--- config.mk ---
export PLATFORM = sky130hd
export DESIGN_NAME = instr_fetch_queue
export DESIGN_NICKNAME = d
export VERILOG_FILES = /design/src/rtl/instr_fetch_queue.sv
export SDC_FILE = /design/constraint.sdc
export NUM_CORES = 1
export LEC_CHECK = 0
export CAP_MARGIN = 20
export CORE_UTILIZATION = 45
export DETAILED_ROUTE_END_ITERATION = 10
export DONT_BUFFER_PORTS = 1
export PLACE_DENSITY = 0.66
export SLEW_MARGIN = 15
export SYNTH_ARGS = -nofsm -noshare
export SYNTH_HDL_FRONTEND = slang
export SYNTH_SLANG_ARGS = --single-unit
--- constraint.sdc ---
create_clock -name clk -period 5 [get_ports clk]
set_input_delay 0.5 -clock clk [delete_from_list [all_inputs] [get_ports clk]]
set_output_delay 0.5 -clock clk [all_outputs]
set_load 0.02 [all_outputs]
--- src/rtl/instr_fetch_queue.sv ---
// instr_fetch_queue: sequential-PC fetch stage feeding decode.
//   Issues word fetches over a valid/ready request channel, accepts in-order
//   responses of any latency, buffers them in a DEPTH-entry in-order queue and
//   presents {instr, pc, pc+4} to decode with valid/ready. A redirect flushes
//   the queue, and responses still in flight are counted and discarded.
// Ports:
//   clk, reset_n                      clock, async active-low reset
//   imem_req_valid/ready/addr         fetch request channel (addr word aligned)
//   imem_rsp_valid/data               in-order response, >= 1 cycle after accept
//   redirect_valid/pc                 taken branch/jump: flush and refetch
//   id_valid/ready, id_instr/pc/pcplus4   registered decode-side outputs
module instr_fetch_queue #(
    parameter logic [31:0] RESET_PC = 32'h0000_0000,
    parameter int unsigned DEPTH    = 4
) (
    input  logic        clk,
    input  logic        reset_n,
    output logic        imem_req_valid,
    input  logic        imem_req_ready,
    output logic [31:0] imem_req_addr,
    input  logic        imem_rsp_valid,
    input  logic [31:0] imem_rsp_data,
    input  logic        redirect_valid,
    input  logic [31:0] redirect_pc,
    output logic        id_valid,
    input  logic        id_ready,
    output logic [31:0] id_instr,
    output logic [31:0] id_pc,
    output logic [31:0] id_pcplus4
);

    localparam int unsigned IDX_W = (DEPTH > 1) ? $clog2(DEPTH) : 1;
    localparam int unsigned PTR_W = IDX_W + 1;
    localparam int unsigned SUM_W = PTR_W + 1;

    // Entry state is implied by three pointers: [head, fill) are FILLED,
    // [fill, tail) are PENDING, everything else is FREE. The extra pointer
    // bit distinguishes a full queue from an empty one.
    logic [PTR_W-1:0] head_q, head_n;
    logic [PTR_W-1:0] fill_q, fill_n;
    logic [PTR_W-1:0] tail_q, tail_n;
    logic [PTR_W-1:0] drop_q, drop_n;
    logic [PTR_W-1:0] pend_cnt;
    logic [PTR_W-1:0] alloc_cnt_n;
    logic [31:0]      pc_q, pc_n;
    logic [31:0]      instr_mem [DEPTH];
    logic [31:0]      pc_mem    [DEPTH];
    logic             can_req_q, can_req_n;
    logic             req_fire, pop, rsp_fill, rsp_drop;
    logic [IDX_W-1:0] hidx_n;
    logic             id_valid_n;
    logic [31:0]      id_instr_n, id_pc_n;

    // Credit is registered; only the redirect gate is combinational so that
    // no request can issue in the redirect cycle.
    assign imem_req_valid = can_req_q && !redirect_valid;
    assign imem_req_addr  = pc_q;

    // Next-state: pointers, drop counter, pc, credit and next head entry.
    always_comb begin
        req_fire = imem_req_valid && imem_req_ready;
        pop      = id_valid && id_ready;
        pend_cnt = tail_q - fill_q;
        // Anything arriving during a redirect, or while stale responses are
        // still owed, is discarded.
        rsp_drop = imem_rsp_valid && (redirect_valid || (drop_q != '0));
        rsp_fill = imem_rsp_valid && !rsp_drop;

        pc_n   = pc_q;
        head_n = head_q + PTR_W'(pop);
        fill_n = fill_q + PTR_W'(rsp_fill);
        tail_n = tail_q + PTR_W'(req_fire);
        drop_n = drop_q - PTR_W'(rsp_drop);

        if (redirect_valid) begin
            pc_n   = redirect_pc & ~32'h3;
            head_n = tail_q;
            fill_n = tail_q;
            tail_n = tail_q;
            drop_n = drop_q + pend_cnt - PTR_W'(imem_rsp_valid);
        end else if (req_fire) begin
            pc_n = pc_q + 32'd4;
        end

        alloc_cnt_n = tail_n - head_n;
        can_req_n   = (SUM_W'(alloc_cnt_n) + SUM_W'(drop_n)) < SUM_W'(DEPTH);

        // Bypass the word being written this cycle if it lands on the new head.
        hidx_n     = head_n[IDX_W-1:0];
        id_valid_n = (head_n != fill_n);
        id_instr_n = (rsp_fill && (fill_q[IDX_W-1:0] == hidx_n)) ? imem_rsp_data
                                                                 : instr_mem[hidx_n];
        id_pc_n    = pc_mem[hidx_n];
    end

    // State and registered decode outputs.
    always_ff @(posedge clk or negedge reset_n) begin
        if (!reset_n) begin
            head_q     <= '0;
            fill_q     <= '0;
            tail_q     <= '0;
            drop_q     <= '0;
            pc_q       <= RESET_PC & ~32'h3;
            can_req_q  <= 1'b0;
            id_valid   <= 1'b0;
            id_instr   <= '0;
            id_pc      <= '0;
            id_pcplus4 <= '0;
            for (int i = 0; i < int'(DEPTH); i++) begin
                instr_mem[i] <= '0;
                pc_mem[i]    <= '0;
            end
        end else begin
            head_q    <= head_n;
            fill_q    <= fill_n;
            tail_q    <= tail_n;
            drop_q    <= drop_n;
            pc_q      <= pc_n;
            can_req_q <= can_req_n;
            if (req_fire) begin
                pc_mem[tail_q[IDX_W-1:0]] <= pc_q;
            end
            if (rsp_fill) begin
                instr_mem[fill_q[IDX_W-1:0]] <= imem_rsp_data;
            end
            id_valid <= id_valid_n;
            if (id_valid_n) begin
                id_instr   <= id_instr_n;
                id_pc      <= id_pc_n;
                id_pcplus4 <= id_pc_n + 32'd4;
            end
        end
    end

    // A response with nothing pending and nothing owed has no home.
    illegal_rsp: assert property (@(posedge clk) disable iff (!reset_n)
        !(imem_rsp_valid && (drop_q == '0) && (pend_cnt == '0)));

endmodule

==> impl_metrics.tcl, run 1 <==
set metrics [dict create \
    ys_top_cells_by_area "dfrtp_1 53%, mux2_2 15%, nand2_1 7.1%" \
    avgRoutedWirePerCell_um 20.0 \
    critPathMaxFanout 21 \
    rr_worst_depth 11 \
    min_period_ps 4230 \
    hold_slack_ps -358 \
    postLayoutCellArea_um2 20000 \
    grt_overflow 0 \
    finalNetCount 1687 \
    fin_worst_skew_ps 21.4 \
    setup_viol 0 \
    cts_resized 0 \
    min_period_over_period_pct 84.5 \
    max-clock-path-buffers 3 \
    status "complete, but fails checks" \
    leakagePower_nw 9.03 \
    netlist.area_leader.share_pct 53.1 \
    rr_endpoint "id_pcplus4[25]$_DFFE_PN0P_" \
    arrival_ps 4710 \
    yosysTopAreaCell "dfrtp_1" \
    antenna_found_initial 2 \
    fp.dieH_um 203 \
    root_buffer "clkbuf_16" \
    synth_most_common_cell "dfrtp_1" \
    powerDensity_nw_per_um2 663 \
    synthSimpleGateAreaFrac_pct 12.5 \
    clock-sinks 384 \
    gp_congestion 0.826 \
    critPathKind "flip-flop to flip-flop" \
    setup_tns_ps 0 \
    synth_xor_area_share_pct 2.66 \
    htree_num_levels 2 \
    worst-path-stages 11 \
    async_reset_ff_share_pct 100 \
    areaGrowthSynthToFinish_pct 10.4 \
    critPathLaunch "id_valid$_DFF_PN0_" \
    dp_hpwl_um 27700 \
    critPathBufInv 2 \
    endpoint "id_pcplus4[25]$_DFFE_PN0P_" \
    synth_compound_area_share_pct 7.06 \
    placed_area_um2 18600 \
    drtPass1Iterations 8 \
    worstPathCellList "and2_1 -> ha_1 -> ha_1 -> inv_1 -> o21ai_4 -> inv_2 -> mux2_2 -> or3_1 -> or2_1 -> or4_1 -> a31oi_1" \
    die_w_um 203 \
    grt_start_max_net_pins 385 \
    yosys-top-cells-count "384 x dfrtp_1, 343 x nand2_1, 249 x mux2_2" \
    cts_buffers 42 \
    utilization_pct 50.3 \
    drt_wl_total_um 43100 \
    drc 2 \
    grt_usage_pct 21.4 \
    synthAdderAreaFrac_pct 1.52 \
    core.rowCount 73 \
    first_global_vias 12300 \
    rsz0062_at_grt "false" \
    startpoint_type "flip-flop" \
    slowest_stage "or4_1" \
    synthDistinctLibCells 58 \
    synth_flop_cell "dfrtp_1" \
    report.final.hold_viol_count 384 \
    critical-path-max-stage-delay_ps 570 \
    cts_tree "yes" \
    worst_pin_slew_ps 1040 \
    synth-warning-count 0 \
    first_iter_violations 739 \
    insertion_delay_ps 560 \
    post-cts-setup-buffer-count 0 \
    routed_via_density 5.65 \
    ant_nets 0 \
    drv_slew 0 \
    synth_area_per_cell_um2 11.1 \
    end_kind "flip-flop" \
    max_freq_ghz 0.237 \
    syn_inst 1635 \
    cpMostUsedCell "ha_1" \
    grt_pass1_wl_um 68900 \
    synth_top_family_by_area "multiplexers" \
    r2r-start "id_valid$_DFF_PN0_" \
    ir_drop_uv 341 \
    syn_area_um2 18100 \
    cts.reportedPaths.clkPinSlew_ps 60 \
    relSlewSlack_pct 30.3 \
    start_util_pct 45.5 \
    path_delay_family "simple AND/OR/NAND/NOR gates" \
    vias 12200 \
    drive_gt1_share_pct 22.7 \
    seq_area_frac_synth_pct 53.1 \
    muxShareOfSynthArea_pct 19.7 \
    port_buffers 0 \
    num_io_pins 200 \
    coreArea_um2 39700 \
    hold_class "input pin to asynchronous set/reset pin" \
    ys_seq_elements 384 \
    worstPathRequired_ps 5480 \
    drv_cap 0 \
    ff2ff_setup_slack_ps 770 \
    fill_cells 3508 \
    violations "DRC, hold timing" \
    synth_edf_count 0 \
    dieArea_um2 41000 \
]
how the worst min path moves through the flow:
stage	from	cells past startpoint	endpoint	slack, ps
after floorplan	reset_n	0	can_req_q$_DFF_PN0_	200
after CTS	reset_n	0	id_pc[20]$_DFFE_PN0P_	-390
after global routing	reset_n	0	id_pc[20]$_DFFE_PN0P_	-390
after detailed placement	reset_n	0	id_pc[20]$_DFFE_PN0P_	220
final	reset_n	0	id_pc[20]$_DFFE_PN0P_	-360
after global placement	reset_n	0	id_pc[20]$_DFFE_PN0P_	220
per-layer routing:
layer,track usage (%),wire (um)
met2,32.2,19100
met3,5.09,2680
met5,0,0
met1,30.5,20300
met4,6.31,997
cell type report:
cell class              instances  area, um2  share of cell area (%)
flip-flops and latches        384       9610                    48.1
clock buffers                  63       1240                    6.21
inverters                      26        100                   0.501
diodes                          3       7.51                  0.0376
clock inverters                13        166                   0.833
multi-input cells            1116       7940                    39.7
repair buffers                 28        260                    1.30
well taps                     525        657                    3.29
sequential cells by signal, indices dropped and copies added, names as in the netlist:
signal and cells:
id_instr 32, head_q 3, instr_mem 128, id_valid 1, drop_q 3, pc_mem 120, fill_q 3, id_pcplus4 30
id_pc 30, imem_req_addr 30, can_req_q 1, tail_q 3
cell usage in the layout, fill, tap and decap left out, types with 21 or more instances in the layout:
cell and count:
dfrtp_1 384, nand2_1 342, mux2_2 249, o21ai_0 92
mux2i_1 60, and3_1 46, clkbuf_16 42, a21oi_1 37
nor2_1 32, a311oi_1 32, xnor2_1 30, xor2_1 25
nand3_1 25, buf_4 24, inv_1 23, a31oi_1 21
logic make-up (layout without fill, tap and decap cells):
kind of cell / after synthesis / in the layout
and+or+nand+nor: 512 / 512
DFF: 384 / 384
muxes: 317 / 317
AOI/OAI and AO/OA: 207 / 207
buffers and inverters: 140 / 130
xor gates and xnor gates: 55 / 55
adders and majority gates: 19 / 19
other: 1 / 9
stage by stage:
step	setup slack, ps	std cells	total power [mW]
after floorplan	1140	1640	8.87
after global placement	838	2077	9.98
after detailed placement	790	2079	10.2
after CTS	763	2155	13.4
after global routing	600	2155	14.1
final	775	2158	13.2
report_power, final:
| group | switching [mW] | internal, mW | total, mW | leakage (nW) |
|---|---|---|---|---|
| clock | 1.25 | 1.87 | 3.12 | 0.683 |
| sequential | 1.22 | 4.30 | 5.52 | 4.99 |
| combinational | 2.58 | 2.01 | 4.59 | 3.36 |
(Power assumes the default switching activity.)
==> run 2, diff against run 1 <==
==> constraint.sdc (replaced) <==
create_clock -name clk -period 4.4 [get_ports clk]
set_input_delay 0.44 -clock clk [delete_from_list [all_inputs] [get_ports clk]]
set_output_delay 0.44 -clock clk [all_outputs]
set_load 0.02 [all_outputs]
==> run 2 against run 1 <==
- combinational power is 16% higher
- via count up 1.9%
- clock power up 21%
- non-clock buffer count up 66
- critical path depth stayed put
- die area stayed put
- sequential share of layout area fell by 1.8 points
- hold slack got worse by 74 ps
- the flow still finishes with violations (DRC, hold timing)
- power increased by 16%
- sequential power increased by 14%
- routed wire length is 2.8% higher
- highest routed layer unchanged
==> impl_metrics.tcl, run 2 (synthesized netlist as in run 1, its figures left out) <==
set metrics [dict create \
    grt_overflow 0 \
    report.final.hold_viol_count 384 \
    avgRoutedWirePerCell_um 19.9 \
    num_io_pins 200 \
    dpl_worst_slack_ps 455 \
    cts-hold-fix-buffers 64 \
    htree_num_levels 2 \
    layout_common_cells "384 x dfrtp_1, 342 x nand2_1, 249 x mux2_2" \
    finalNetCount 1755 \
    cts_tree "yes" \
    arrival_ps 4420 \
    areaGrowthSynthToFinish_pct 14.6 \
    drv_slew 0 \
    critPathBufInv 2 \
    cts_resized 0 \
    max-clock-path-buffers 3 \
    slowest_stage "mux2i_1" \
    violations "DRC, hold timing" \
    cts.reportedPaths.clkPinSlew_ps 60 \
    critPathMaxFanout 33 \
    drtPass1Iterations 8 \
    grt_pass1_wl_um 70600 \
    regMostFlops "instr_mem" \
    coreArea_um2 39700 \
    antenna_found_initial 1 \
    min_period_ps 3930 \
    ir_drop_uv 399 \
    first_global_vias 12400 \
    gp_congestion 0.814 \
    max_freq_ghz 0.254 \
    startpoint_type "flip-flop" \
    grt_start_max_net_pins 385 \
    dp_hpwl_um 26600 \
    drive_gt1_share_pct 22.3 \
    insertion_delay_ps 570 \
    powerDensity_nw_per_um2 743 \
    vias 12400 \
    drt_wl_total_um 44300 \
    cts_buffers 44 \
    critPathLaunch "id_valid$_DFF_PN0_" \
    end_kind "flip-flop" \
    fin_worst_skew_ps 14.2 \
    root_buffer "clkbuf_16" \
    die_w_um 203 \
    min_period_over_period_pct 89.3 \
    start_util_pct 45.5 \
    critPathKind "flip-flop to flip-flop" \
    first_iter_violations 764 \
    critical-path-max-stage-delay_ps 610 \
    leakagePower_nw 9.37 \
    largest_reg_flops 128 \
    final_common_cell "dfrtp_1" \
    fin_ws_ps 470 \
    setup_tns_ps 0 \
    r2r-start "id_valid$_DFF_PN0_" \
    ant_nets 0 \
    fp.dieH_um 203 \
    worst_pin_slew_ps 882 \
    rsz0062_at_grt "false" \
    post-cts-setup-buffer-count 0 \
    worstPathRequired_ps 4890 \
    drc 2 \
    hold_class "input pin to asynchronous set/reset pin" \
    p_total_mw 15.4 \
    setup_viol 0 \
    relSlewSlack_pct 40.6 \
    port_buffers 0 \
    worstPathCellList "and2_1 -> ha_1 -> mux2i_4 -> inv_4 -> buf_12 -> mux2i_1 -> mux2i_1 -> nand4_1 -> nor4_1 -> or4b_1 -> a31oi_1" \
    top_regs "instr_mem: 128 flops, pc_mem: 120 flops, id_instr: 32 flops" \
    fill_cells 3407 \
    core.rowCount 73 \
    cpMostUsedCell "mux2i_1" \
    clock-sinks 384 \
    grt_usage_pct 21.8 \
    drv_cap 0 \
    status "complete, but fails checks" \
    path_delay_family "simple AND/OR/NAND/NOR gates" \
    dieArea_um2 41000 \
    hold_slack_ps -431 \
    routed_via_density 5.58 \
]
## run 2: cell types whose count changed in the layout (fill, tap and decap cells not counted), moves of 2 or more
cell           before  now
clkbuf_16          42   45
clkinv_2            4    7
bufinv_16           3    5
dlygate4sd3_1       0   63
clkbuf_8           11    8
buf_4              24   26
clkbuf_1           10    8
## run 2: final timing paths
check	to	slack, ps	depth (start not counted)
min in group clk	imem_req_addr[14]$_DFFE_PN0N_	30	2
max	id_pcplus4[30]$_DFFE_PN0P_	470	11
max reg2reg	id_pcplus4[30]$_DFFE_PN0P_	470	11
min	id_pc[20]$_DFFE_PN0P_	-430	0
max in group asynchronous	instr_mem[57]$_DFFE_PN0P_	4190	0
min reg2reg	pc_mem[27]$_DFFE_PN0P_	480	2
## run 2: stage by stage
step,hold slack (ps),std cells,utilization (%),instance area [um2]
2_1_floorplan,144,1640,-,18100
4_1_cts,-468,2225,52.2,20700
3_5_place_dp,153,2081,46.8,18600
5_1_grt,-463,2226,52.2,20700
3_3_place_gp,155,2081,46.8,18600
6_report,-431,2227,52.2,20700
## run 2: power breakdown
group          leakage [nW]  internal (mW)  switching [mW]
logic                  3.64           2.40            2.94
clock network         0.738           2.31            1.48
registers              4.99           4.89            1.39
## run 2: worst reg2reg max path, stage by stage, from the launching register on
cell and delay, ps:
dfrtp_1 490, and2_1 220, ha_1 380, mux2i_4 110, inv_4 370, buf_12 310, mux2i_1 130, mux2i_1 610
nand4_1 280, nor4_1 340, or4b_1 450, a31oi_1 180
## run 2: area by class of cell
type / instances / area [um2] / share of cell area, %
Multi-Input combinational cell: 1116 / 7940 / 38.3
Inverter: 26 / 100 / 0.483
Tap cell: 525 / 657 / 3.17
Clock buffer: 61 / 1270 / 6.10
Clock inverter: 19 / 243 / 1.17
Timing Repair Buffer: 94 / 926 / 4.46
Sequential cell: 384 / 9610 / 46.3
Antenna cell: 2 / 5.00 / 0.0241
## run 2: per-layer routing
| metal | global-route usage (%) | vias up | wire length, um | share of wire, % |
|---|---|---|---|---|
| li1 | - | 5767 | - | - |
| met1 | 31.6 | 6307 | 21100 | 48 |
| met2 | 32.8 | 304 | 19900 | 45 |
| met3 | 4.99 | 58 | 2540 | 5.7 |
| met4 | 5.61 | 0 | 808 | 1.8 |
| met5 | 0 | - | 0 | 0 |
==> run 3, diff against run 2 <==
--- a/config.mk
+++ b/config.mk
@@ -10,7 +10,6 @@
 export DETAILED_ROUTE_END_ITERATION = 10
 export DONT_BUFFER_PORTS = 1
 export PLACE_DENSITY = 0.66
-export SLEW_MARGIN = 15
 export SYNTH_ARGS = -nofsm -noshare
 export SYNTH_HDL_FRONTEND = slang
 export SYNTH_SLANG_ARGS = --single-unit
==> results of run 3 <==
Final layout, timing and power as in run 2 (identical DEF).
